==> src/rtl/pulse_stretcher_if.sv <==
// Handshake bundle between an event source and the pulse stretcher.
// The source drives pulse_in/cancel; the stretcher returns the level and strobes.
interface pulse_stretcher_if;
    logic pulse_in;
    logic cancel;
    logic level_out;
    logic busy;
    logic fall_pulse;
    logic missed_pulse;

    modport master (
        output pulse_in, cancel,
        input  level_out, busy, fall_pulse, missed_pulse
    );

    modport slave (
        input  pulse_in, cancel,
        output level_out, busy, fall_pulse, missed_pulse
    );
endinterface

==> src/rtl/pulse_stretcher.sv <==
// Stretches single-cycle pulses into a level of WIDTH_CYCLES cycles, with
// optional retrigger, a post-pulse holdoff window and dropped-pulse reporting.
// All outputs are registered from the next-state decode, so a pulse sampled
// at edge k shows up on level_out right after that same edge.
module pulse_stretcher #(
    parameter int WIDTH_CYCLES   = 4,
    parameter int HOLDOFF_CYCLES = 0,
    parameter int RETRIGGER      = 1
) (
    input  logic              clock,
    input  logic              reset_n,
    pulse_stretcher_if.slave  bus
);

    // Counter holds "edges remaining minus one", so it never needs more than
    // max(W,H)-1.
    localparam int MAX_C = (WIDTH_CYCLES > HOLDOFF_CYCLES) ? WIDTH_CYCLES : HOLDOFF_CYCLES;
    localparam int CNT_W = (MAX_C > 1) ? $clog2(MAX_C) : 1;

    localparam logic [CNT_W-1:0] W_LOAD = CNT_W'(WIDTH_CYCLES - 1);
    localparam logic [CNT_W-1:0] H_LOAD = (HOLDOFF_CYCLES > 0) ? CNT_W'(HOLDOFF_CYCLES - 1) : '0;
    localparam logic [CNT_W-1:0] ONE    = CNT_W'(1);

    typedef enum logic [1:0] {
        IDLE    = 2'd0,
        ACTIVE  = 2'd1,
        HOLDOFF = 2'd2
    } state_t;

    state_t           r_state;
    logic [CNT_W-1:0] r_cnt;
    logic             r_level;
    logic             r_busy;
    logic             r_fall;
    logic             r_miss;

    state_t           w_state_nxt;
    logic [CNT_W-1:0] w_cnt_nxt;
    logic             w_fall_nxt;
    logic             w_miss_nxt;

    // Next-state and strobe decode. The final HOLDOFF edge (counter at zero)
    // already behaves like IDLE, so a pulse there is accepted without a gap.
    always_comb begin
        w_state_nxt = r_state;
        w_cnt_nxt   = r_cnt;
        w_fall_nxt  = 1'b0;
        w_miss_nxt  = 1'b0;

        case (r_state)
            IDLE: begin
                if (bus.pulse_in) begin
                    w_state_nxt = ACTIVE;
                    w_cnt_nxt   = W_LOAD;
                end
            end

            ACTIVE: begin
                if (bus.cancel || (r_cnt == '0 && !(HOLDOFF_CYCLES == 0 && bus.pulse_in))) begin
                    // Leaving the high time: cancel, or expiry with no
                    // seamless re-accept. A pulse here is dropped.
                    w_fall_nxt = 1'b1;
                    w_miss_nxt = bus.pulse_in;
                    if (HOLDOFF_CYCLES > 0) begin
                        w_state_nxt = HOLDOFF;
                        w_cnt_nxt   = H_LOAD;
                    end else begin
                        w_state_nxt = IDLE;
                        w_cnt_nxt   = '0;
                    end
                end else if (r_cnt == '0) begin
                    // Expiry edge with no holdoff: the pulse starts a fresh
                    // high time and the level never drops.
                    w_cnt_nxt = W_LOAD;
                end else if (bus.pulse_in) begin
                    if (RETRIGGER != 0) begin
                        w_cnt_nxt = W_LOAD;
                    end else begin
                        w_miss_nxt = 1'b1;
                        w_cnt_nxt  = r_cnt - ONE;
                    end
                end else begin
                    w_cnt_nxt = r_cnt - ONE;
                end
            end

            HOLDOFF: begin
                if (r_cnt == '0) begin
                    if (bus.pulse_in) begin
                        w_state_nxt = ACTIVE;
                        w_cnt_nxt   = W_LOAD;
                    end else begin
                        w_state_nxt = IDLE;
                    end
                end else begin
                    w_miss_nxt = bus.pulse_in;
                    w_cnt_nxt  = r_cnt - ONE;
                end
            end

            default: begin
                w_state_nxt = IDLE;
                w_cnt_nxt   = '0;
            end
        endcase
    end

    // State, counter and registered outputs; reset drops everything at once.
    always_ff @(posedge clock or negedge reset_n) begin
        if (!reset_n) begin
            r_state <= IDLE;
            r_cnt   <= '0;
            r_level <= 1'b0;
            r_busy  <= 1'b0;
            r_fall  <= 1'b0;
            r_miss  <= 1'b0;
        end else begin
            r_state <= w_state_nxt;
            r_cnt   <= w_cnt_nxt;
            r_level <= (w_state_nxt == ACTIVE);
            r_busy  <= (w_state_nxt != IDLE);
            r_fall  <= w_fall_nxt;
            r_miss  <= w_miss_nxt;
        end
    end

    assign bus.level_out    = r_level;
    assign bus.busy         = r_busy;
    assign bus.fall_pulse   = r_fall;
    assign bus.missed_pulse = r_miss;

endmodule

==> src/flat_wrapper.sv <==
// flat-port wrapper written by rule: the top's interface ports become plain ports
module pulse_stretcher_flat 
#(
    parameter int WIDTH_CYCLES   = 4,
    parameter int HOLDOFF_CYCLES = 0,
    parameter int RETRIGGER      = 1
)
  (clock, reset_n, bus_pulse_in, bus_cancel, bus_level_out, bus_busy, bus_fall_pulse, bus_missed_pulse);
  pulse_stretcher_if bus_i ();
  input  logic clock;
  input  logic reset_n;
  input wire logic [$bits(bus_i.pulse_in)-1:0] bus_pulse_in;
  input wire logic [$bits(bus_i.cancel)-1:0] bus_cancel;
  output wire logic [$bits(bus_i.level_out)-1:0] bus_level_out;
  output wire logic [$bits(bus_i.busy)-1:0] bus_busy;
  output wire logic [$bits(bus_i.fall_pulse)-1:0] bus_fall_pulse;
  output wire logic [$bits(bus_i.missed_pulse)-1:0] bus_missed_pulse;
  assign bus_i.pulse_in = bus_pulse_in;
  assign bus_i.cancel = bus_cancel;
  assign bus_level_out = bus_i.level_out;
  assign bus_busy = bus_i.busy;
  assign bus_fall_pulse = bus_i.fall_pulse;
  assign bus_missed_pulse = bus_i.missed_pulse;
  pulse_stretcher #(.WIDTH_CYCLES(WIDTH_CYCLES), .HOLDOFF_CYCLES(HOLDOFF_CYCLES), .RETRIGGER(RETRIGGER)) u_core (.clock(clock), .reset_n(reset_n), .bus(bus_i));
endmodule
==> config.mk <==
export PLATFORM = sky130hd
export DESIGN_NAME = pulse_stretcher_flat
export DESIGN_NICKNAME = d
export VERILOG_FILES = /design/src/rtl/pulse_stretcher_if.sv /design/src/rtl/pulse_stretcher.sv /design/src/flat_wrapper.sv
export SDC_FILE = /design/constraint.sdc
export NUM_CORES = 1
export LEC_CHECK = 0
export BUFFER_PORTS_ARGS = -buffer_cell sky130_fd_sc_hd__buf_2
export CORE_MARGIN = 5
export CORE_UTILIZATION = 30
export DETAILED_ROUTE_END_ITERATION = 8
export GPL_TIMING_DRIVEN = 0
export REMOVE_ABC_BUFFERS = 1
export SLEW_MARGIN = 20
export SYNTH_ARGS = -nofsm -noshare
export SYNTH_HDL_FRONTEND = slang
export SYNTH_SLANG_ARGS = --single-unit
==> constraint.sdc <==
create_clock -name clock -period 3.3 [get_ports clock]
set_input_delay 0.33 -clock clock [delete_from_list [all_inputs] [get_ports clock]]
set_output_delay 0.33 -clock clock [all_outputs]
set_load 0.01 [all_outputs]
Word level (Yosys, flattened, before mapping)
Cells that the tools add are included.
{ "classes": {"n_eq_ne": 3, "muxes": 16, "n_addsub": 1, "n_reduce_logical": 6} }
{ "op_table": {"columns": ["cell", "count"], "rows": [
  ["2-to-1 mux 2 bit", 8],
  ["case mux 2 bit (3 select lines)", 2],
  ["2-to-1 mux 1 bit", 5],
  ["== test 2 x 1 -> 1 bit, second input constant", 2],
  ["zero test 2 bit", 2],
  ["== test 2 bit, second input constant", 1],
  ["case mux 1 bit (2 select lines)", 1],
  ["nonzero test 2 bit", 1],
  ["subtractor 2 x 1 -> 2 bit, second input constant", 1],
  ["logical AND 1 bit", 1],
  ["zero test 1 bit", 1],
  ["logical OR 1 bit", 1]
]} }
{ "totals": {"out_inout_bits": 4, "word_cells": 32, "regBits": 8} }

Longest topological paths before layout
Gate-level depths: netlist of the first run.
{ "depth": {"depth_word": 6, "ltp_mapped": 6} }

Worst setup path after synthesis of the first run
No wires, ideal clock.
{ "synth_timing": {"kind": "register to register", "startpoint": "register u_core.r_state[0]", "endpoint": "register u_core.r_busy (netlist: u_core.bus.busy)", "setup_ns": 0.128, "path_stages_with_launch": 7, "required_time_ns": 3.172, "setup_slack_ns": 1.923, "t_arrival_ns": 1.250, "path_cell_list": "dfrtp_1 -> inv_1 -> ha_1 -> nand2b_1 -> a21oi_1 -> a2bb2oi_2 -> a21oi_1"} }
{ "synth_via": {"elab_chain_len": 3} }
{ "synth_lines": {"columns": ["element", "line_no", "source"], "rows": [
  ["start: declaration", "pulse_stretcher.sv:30", "state_t r_state;"],
  ["start signal: assignment", "pulse_stretcher.sv:118", "r_state <= w_state_nxt;"],
  ["== test 2 bit (tied with other cells)", "pulse_stretcher.sv:50", "case (r_state)"],
  ["case mux 2 bit (3 select lines) (*)", "pulse_stretcher.sv:50", null],
  ["nonzero test 2 bit (*)", "pulse_stretcher.sv:121", "r_busy <= (w_state_nxt != IDLE);"],
  ["end signal: assignment", "pulse_stretcher.sv:121", null],
  ["end: declaration", "pulse_stretcher.sv:33", "logic r_busy;"]
]} }
Mark *: on every way between the ends. The rest lies on a longest branch, timed or not.

Worst setup path in the final report of the first run
Ends and elaborated chain as after synthesis.

==> results of run 1 <==
==> cell usage in the layout, fill, tap and decap left out, types with 2 or more instances in the layout <==
cell	count
a21oi_1	4
buf_2	7
clkbuf_4	3
dfrtp_1	8
ha_1	6
inv_1	4
nand2_1	4
nand2b_1	2
nor2_1	4
nor2b_1	3
o21ai_0	4
==> worst min-delay path by stage <==
stage | slack [ns] | startpoint | end | cells past startpoint
after CTS | 0.36 | bus_pulse_in | u_core.bus.missed_pulse | 3
after global placement | 0.18 | reset_n | u_core.r_cnt[0] | 1
final | 0.37 | bus_pulse_in | u_core.bus.missed_pulse | 3
after global routing | 0.37 | bus_pulse_in | u_core.bus.missed_pulse | 3
after floorplan | 0.03 | reset_n | u_core.bus.busy | 0
after detailed placement | 0.18 | reset_n | u_core.r_cnt[1] | 1
==> sequential cells by signal, summed over array words and instances, names as in the netlist <==
| register | cells |
|---|---|
| u_core.bus.busy | 1 |
| u_core.bus.fall_pulse | 1 |
| u_core.bus.level_out | 1 |
| u_core.bus.missed_pulse | 1 |
| u_core.r_cnt | 2 |
| u_core.r_state | 2 |
==> where the power goes <==
| group | total, mW | internal (mW) | switching (mW) | leakage [nW] |
|---|---|---|---|---|
| logic | 0.203 | 0.0991 | 0.104 | 0.167 |
| clock network | 0.0736 | 0.0415 | 0.0320 | 0.0138 |
| registers | 0.160 | 0.135 | 0.0243 | 0.0998 |
| total | 0.436 | 0.276 | 0.161 | 0.280 |
==> Yosys cell counts <==
library cell	count
dfrtp_1	8
ha_1	6
a21oi_1	4
inv_1	4
nand2_1	4
nor2_1	4
o21ai_0	4
nor2b_1	3
nand2b_1	2
a21o_1	1
a2bb2oi_2	1
a31o_1	1
a31oi_1	1
buf_2	1
nor2b_4	1
nor3b_2	1
o211ai_1	1
o21a_1	1
o21bai_2	1
==> tightest hold or removal path, stage by stage <==
cell and delay [ns]:
buf_2 0.14, nand2_1 0.06, nor2_1 0.04
==> per-layer routing <==
| metal | share of wire | GRT usage |
|---|---|---|
| met1 | 0.48 | 0.0937 |
| met2 | 0.45 | 0.113 |
| met3 | 0.059 | 0.0592 |
| met4 | 0.014 | 0.0218 |
| met5 | 0 | 0 |
==> cell type report <==
class | instances | area share
Clock buffer | 3 | 0.0396
Timing Repair Buffer | 8 | 0.0791
Multi-Input combinational cell | 36 | 0.468
Inverter | 4 | 0.0264
Sequential cell | 8 | 0.352
Tap cell | 16 | 0.0352
==> cells by family (layout without fill, tap and decap cells) <==
group | Yosys count | count (layout)
AO/OA/AOI/OAI | 15 | 15
AND/OR/NAND/NOR | 15 | 15
flip-flops | 8 | 8
adder cells (fa/ha/maj) | 6 | 6
buffers and inverters | 5 | 15
==> metrics.md, run 1 <==
| Metric | Value |
|---|---|
| CTS root buf | `clkbuf_4` |
| Final Power | `0.436 mW` |
| Antenna diodes | `0` |
| Critical path arrival | `1.65 ns` |
| Status | `finished, final reports clean` |
| Syn Inst Count | `49` |
| R2R depth | `6` |
| Pwr/cell area | `767 mW/mm^2` |
| Final worst setup slack | `1.77 ns` |
| DRC viols | `0` |
| Peak VDD IR | `0.000356 V` |
| Flop2flop setup slack | `1.77 ns` |
| Critical path cell sequence | `inv_1 -> ha_1 -> nand2b_1 -> a21oi_1 -> a2bb2oi_2 -> a21oi_1` |
| CP max-delay cell | `dfrtp_1` |
| DR iter-0 viols | `4` |
| Row cnt | `14` |
| First-pass GRT wire length | `1490 um` |
| DP Wirelength | `697 um` |
| PostCTS Resize Cnt | `0` |
| Starting Density | `0.319` |
| Post-synthesis xor/xnor area fraction | `0` |
| Reg clk slew, reported paths | `0.05 ns` |
| WL/cell | `11.5 um` |
| Largest family of logic cells by synthesized area | `compound AO/OA/AOI/OAI gates` |
| Critical path capture point | `u_core.bus.busy` |
| Adder-cell share of the synthesized area | `0.154` |
| Max stage delay on crit path | `0.41 ns` |
| Clk_skew | `0.00719 ns` |
| Core box area | `0.00152 sq mm` |
| Reg2Reg Launch Point | `u_core.r_state[0]` |
| Die footprint | `0.00253 sq mm` |
| Worst reg2reg path endpoint | `u_core.bus.busy` |
| Relative slew slack | `0.851` |
| CTS Hold Bufs | `1` |
| Post-CTS Setup Bufs | `0` |
| CTS tree | `built` |
| CTS Buf Count | `3` |
| GRT overflow | `0` |
| Slew @ Worst Pin | `0.224 ns` |
| H-tree lvl count | `1` |
| CTS max path bufs | `2` |
| Setup-failing EPs final | `0` |
| Area after DPL | `537 sq um` |
| Max-cap violations | `0` |
| Leak | `0.280 nW` |
| Setup crit start kind | `flop` |
| Setup crit end kind | `flop` |
| Vias/cell | `4.72` |
| Total Nets Final | `71` |
| CTS Sinks | `8` |
| Setup_tns | `0 ns` |
| CP delay by family, top | `compound AO/OA/AOI/OAI gates` |
| Post-layout util | `0.374` |
| FMAX | `0.653 GHz` |
| Clk_lat worst skew | `0.25 ns` |
| Hold WC Path Type | `in -> reg` |
| FF/Latch Area | `200 sq um` |
| Synth Area in Compound Gates | `0.213` |
| Post-synthesis sequential area ratio | `0.411` |
| Layout cells sized above 1 | `0.237` |
| Fill count | `161` |
| Final std cells w/o fill | `75` |
| Library cells used by synthesis | `19` |
| Die W | `50.3 um` |
| Yosys reg bits | `8` |
| Antenna violations before repair | `0` |
| DRT Pass-1 Iters | `4` |
| Most numerous cell on the critical path | `a21oi_1` |
| Final slew viol count | `0` |
| CP Class | `reg -> reg` |
| Syn avg cell area | `9.93 sq um` |
| IO Count | `8` |
| Syn. warnings | `0` |
| Final ANT Viol Nets | `0` |
| Synth Area in Simple Gates | `0.180` |
| Tcrit/Tclk final | `0.464` |
| Cell Area, Synth | `487 sq um` |
| Buf/Inv on CP | `1` |
| Via total after detailed routing | `354` |
| Final WL | `863 um` |
| Final min period | `1.53 ns` |
| Largest net degree at the start of global routing | `10` |
| Mux contribution to synthesized area | `0` |
| Final Hold Fails | `0` |
| Synth top area share | `0.411` |
| CP Data Required Time | `3.42 ns` |
| Worst-path maximum fanout | `5` |
| Cell taking the most area after synthesis | `dfrtp_1` |
| PortBufs | `7` |
| Hold WS | `0.369 ns` |
| Finished layout cell area | `569 sq um` |
| RSZ-0062 raised after global routing | `no` |
| Area occupied by multi-input gates | `267 sq um` |
| All-Layer GR Usage | `0.0795` |
| Number of global-route vias before repair | `344` |
| Placed Instances | `71` |
| Routability Congestion | `0.713` |
| Worst slack, placed | `1.74 ns` |
| Critical path depth in cells | `6` |
| Top cells by area, synth | `dfrtp_1 (41%), ha_1 (15%), a21oi_1 (4.1%), o21ai_0 (4.1%), nor2b_1 (3.9%)` |
| Chip height | `50.3 um` |
| Synth-to-layout area growth | `17.0%` |
| Crit path from | `u_core.r_state[0]` |
Note: power is estimated with default switching activity, not from simulation.
==> inputs of run 2 (changes only) <==
==> constraint.sdc (replaced) <==
create_clock -name clock -period 1.2 [get_ports clock]
set_input_delay 0.12 -clock clock [delete_from_list [all_inputs] [get_ports clock]]
set_output_delay 0.12 -clock clock [all_outputs]
set_load 0.01 [all_outputs]
==> run 2 against run 1 <==
The flow now finishes with violations (negative setup slack). Sequential cell count unchanged. Cell count up 12%. Sequential power rose to 2.8 times the previous value. Hold slack got worse by 0.20 ns. Clock skew is 0.00078 ns higher. Critical path type unchanged.
==> metrics.md, run 2 (synthesized netlist as in run 1, its figures left out) <==
| Metric | Value |
|---|---|
| Chip height | `50.3 um` |
| Routability Congestion | `0.713` |
| RSZ-0062 raised after global routing | `yes` |
| FF/Latch Area | `201 sq um` |
| Reg2Reg Launch Point | `u_core.r_state[1]` |
| Worst-path maximum fanout | `4` |
| Number of global-route vias before repair | `449` |
| IO Count | `8` |
| DRC viols | `0` |
| Hold WS | `0.169 ns` |
| Setup crit end kind | `flop` |
| Final WL | `1070 um` |
| Synth-to-layout area growth | `46.3%` |
| Layout cells sized above 1 | `0.515` |
| Critical path arrival | `1.55 ns` |
| Largest registers | `u_core.r_cnt x2, u_core.r_state x2` |
| Via total after detailed routing | `399` |
| Hold WC Path Type | `in -> reg` |
| Starting Density | `0.319` |
| Final min period | `1.42 ns` |
| Clk_skew | `0.00798 ns` |
| Crit path from | `u_core.r_state[1]` |
| DR iter-0 viols | `2` |
| CTS max path bufs | `2` |
| Vias/cell | `4.75` |
| All-Layer GR Usage | `0.0977` |
| Final Hold Fails | `0` |
| Fill count | `154` |
| Antenna violations before repair | `0` |
| Max-cap violations | `0` |
| Core box area | `0.00152 sq mm` |
| Failing checks | `negative setup slack` |
| H-tree lvl count | `1` |
| PortBufs | `7` |
| Tcrit/Tclk final | `1.18` |
| CTS root buf | `clkbuf_4` |
| Clk_lat worst skew | `0.25 ns` |
| DP Wirelength | `697 um` |
| Setup crit start kind | `flop` |
| CTS tree | `built` |
| Largest net degree at the start of global routing | `10` |
| Relative slew slack | `0.846` |
| Setup-failing EPs final | `6` |
| Die footprint | `0.00253 sq mm` |
| CP Class | `reg -> reg` |
| Antenna diodes | `0` |
| Worst slack, placed | `-0.355 ns` |
| Row cnt | `14` |
| Die W | `50.3 um` |
| Leak | `0.330 nW` |
| Reg clk slew, reported paths | `0.06 ns` |
| Pwr/cell area | `2150 mW/mm^2` |
| Final worst setup slack | `-0.218 ns` |
| Area occupied by multi-input gates | `337 sq um` |
| Final slew viol count | `0` |
| DRT Pass-1 Iters | `2` |
| Peak VDD IR | `0.00105 V` |
| WL/cell | `12.7 um` |
| Final ANT Viol Nets | `0` |
| GRT overflow | `0` |
| Total Nets Final | `80` |
| Status | `finished, violations left` |
| Most common cell after layout, fill and taps aside | `buf_4` |
| Most frequent cells in the layout | `buf_4 (8), buf_2 (7), dfrtp_1 (7)` |
| CP Data Required Time | `1.33 ns` |
| FMAX | `0.705 GHz` |
| First-pass GRT wire length | `1880 um` |
| CTS Buf Count | `3` |
| HP Start | `bus_cancel` |
| Slew @ Worst Pin | `0.230 ns` |
| CTS Sinks | `8` |
==> run 2: layer usage <==
layer / vias up / track usage / wire length [um] / share of wire
met5: - / 0 / 0 / 0
met3: 0 / 0.0592 / 48 / 0.045
met4: 0 / 0.0218 / 0 / 0
li1: 204 / - / - / -
met2: 5 / 0.163 / 545 / 0.51
met1: 190 / 0.105 / 475 / 0.44
==> run 2: power by group <==
part           internal, mW  leakage, nW  switching [mW]
Sequential            0.375       0.0987          0.0761
Clock                 0.114       0.0138          0.0881
Combinational         0.482        0.218           0.398
Total                 0.971        0.330           0.562
==> run 2: critical path, stage by stage (launching register included) <==
cell and delay [ns]:
dfrtp_1 0.39, inv_2 0.11, ha_4 0.14, nor2b_4 0.19, nand2_2 0.07, a31o_1 0.24, nor3b_2 0.16
==> run 2: per-stage QoR <==
stage               TNS, ns   util  total power [mW]  std cells  cell area, sq um
floorplan            -0.591      -             0.856         48               482
global placement      -1.43  0.352             0.990         71               537
detailed placement    -1.46  0.352              1.00         71               537
CTS                  -0.819  0.448              1.48         82               683
global route          -1.48  0.467              1.67         84               712
finish               -0.962  0.467              1.53         84               712
==> run 2: layout make-up <==
class                      count  share of cell area
clock buffer                   3              0.0316
inverter                       4              0.0211
sequential                     8               0.283
tap                           16              0.0281
timing repair buffer          17               0.163
multi-input combinational     36               0.473
==> run 2: final timing paths <==
kind	cells past startpoint	to	slack [ns]
max reg2reg	6	u_core.bus.level_out	-0.22
max in group asynchronous	2	u_core.r_state[0]	0.77
max	6	u_core.bus.level_out	-0.22
min reg2reg	2	u_core.r_cnt[1]	0.63
min	2	u_core.bus.fall_pulse	0.17
min in group asynchronous	2	u_core.r_cnt[0]	0.24
==> run 2: what timing repair did <==
item | CTS | global route
setup buffers | 7 | 2
gates cloned | 0 | 0
pin swaps | 7 | 5
hold buffers | 1 | 0
resized for setup | 15 | 2
hold endpoints to repair | 8 | 0
setup endpoints to repair | 7 | 7
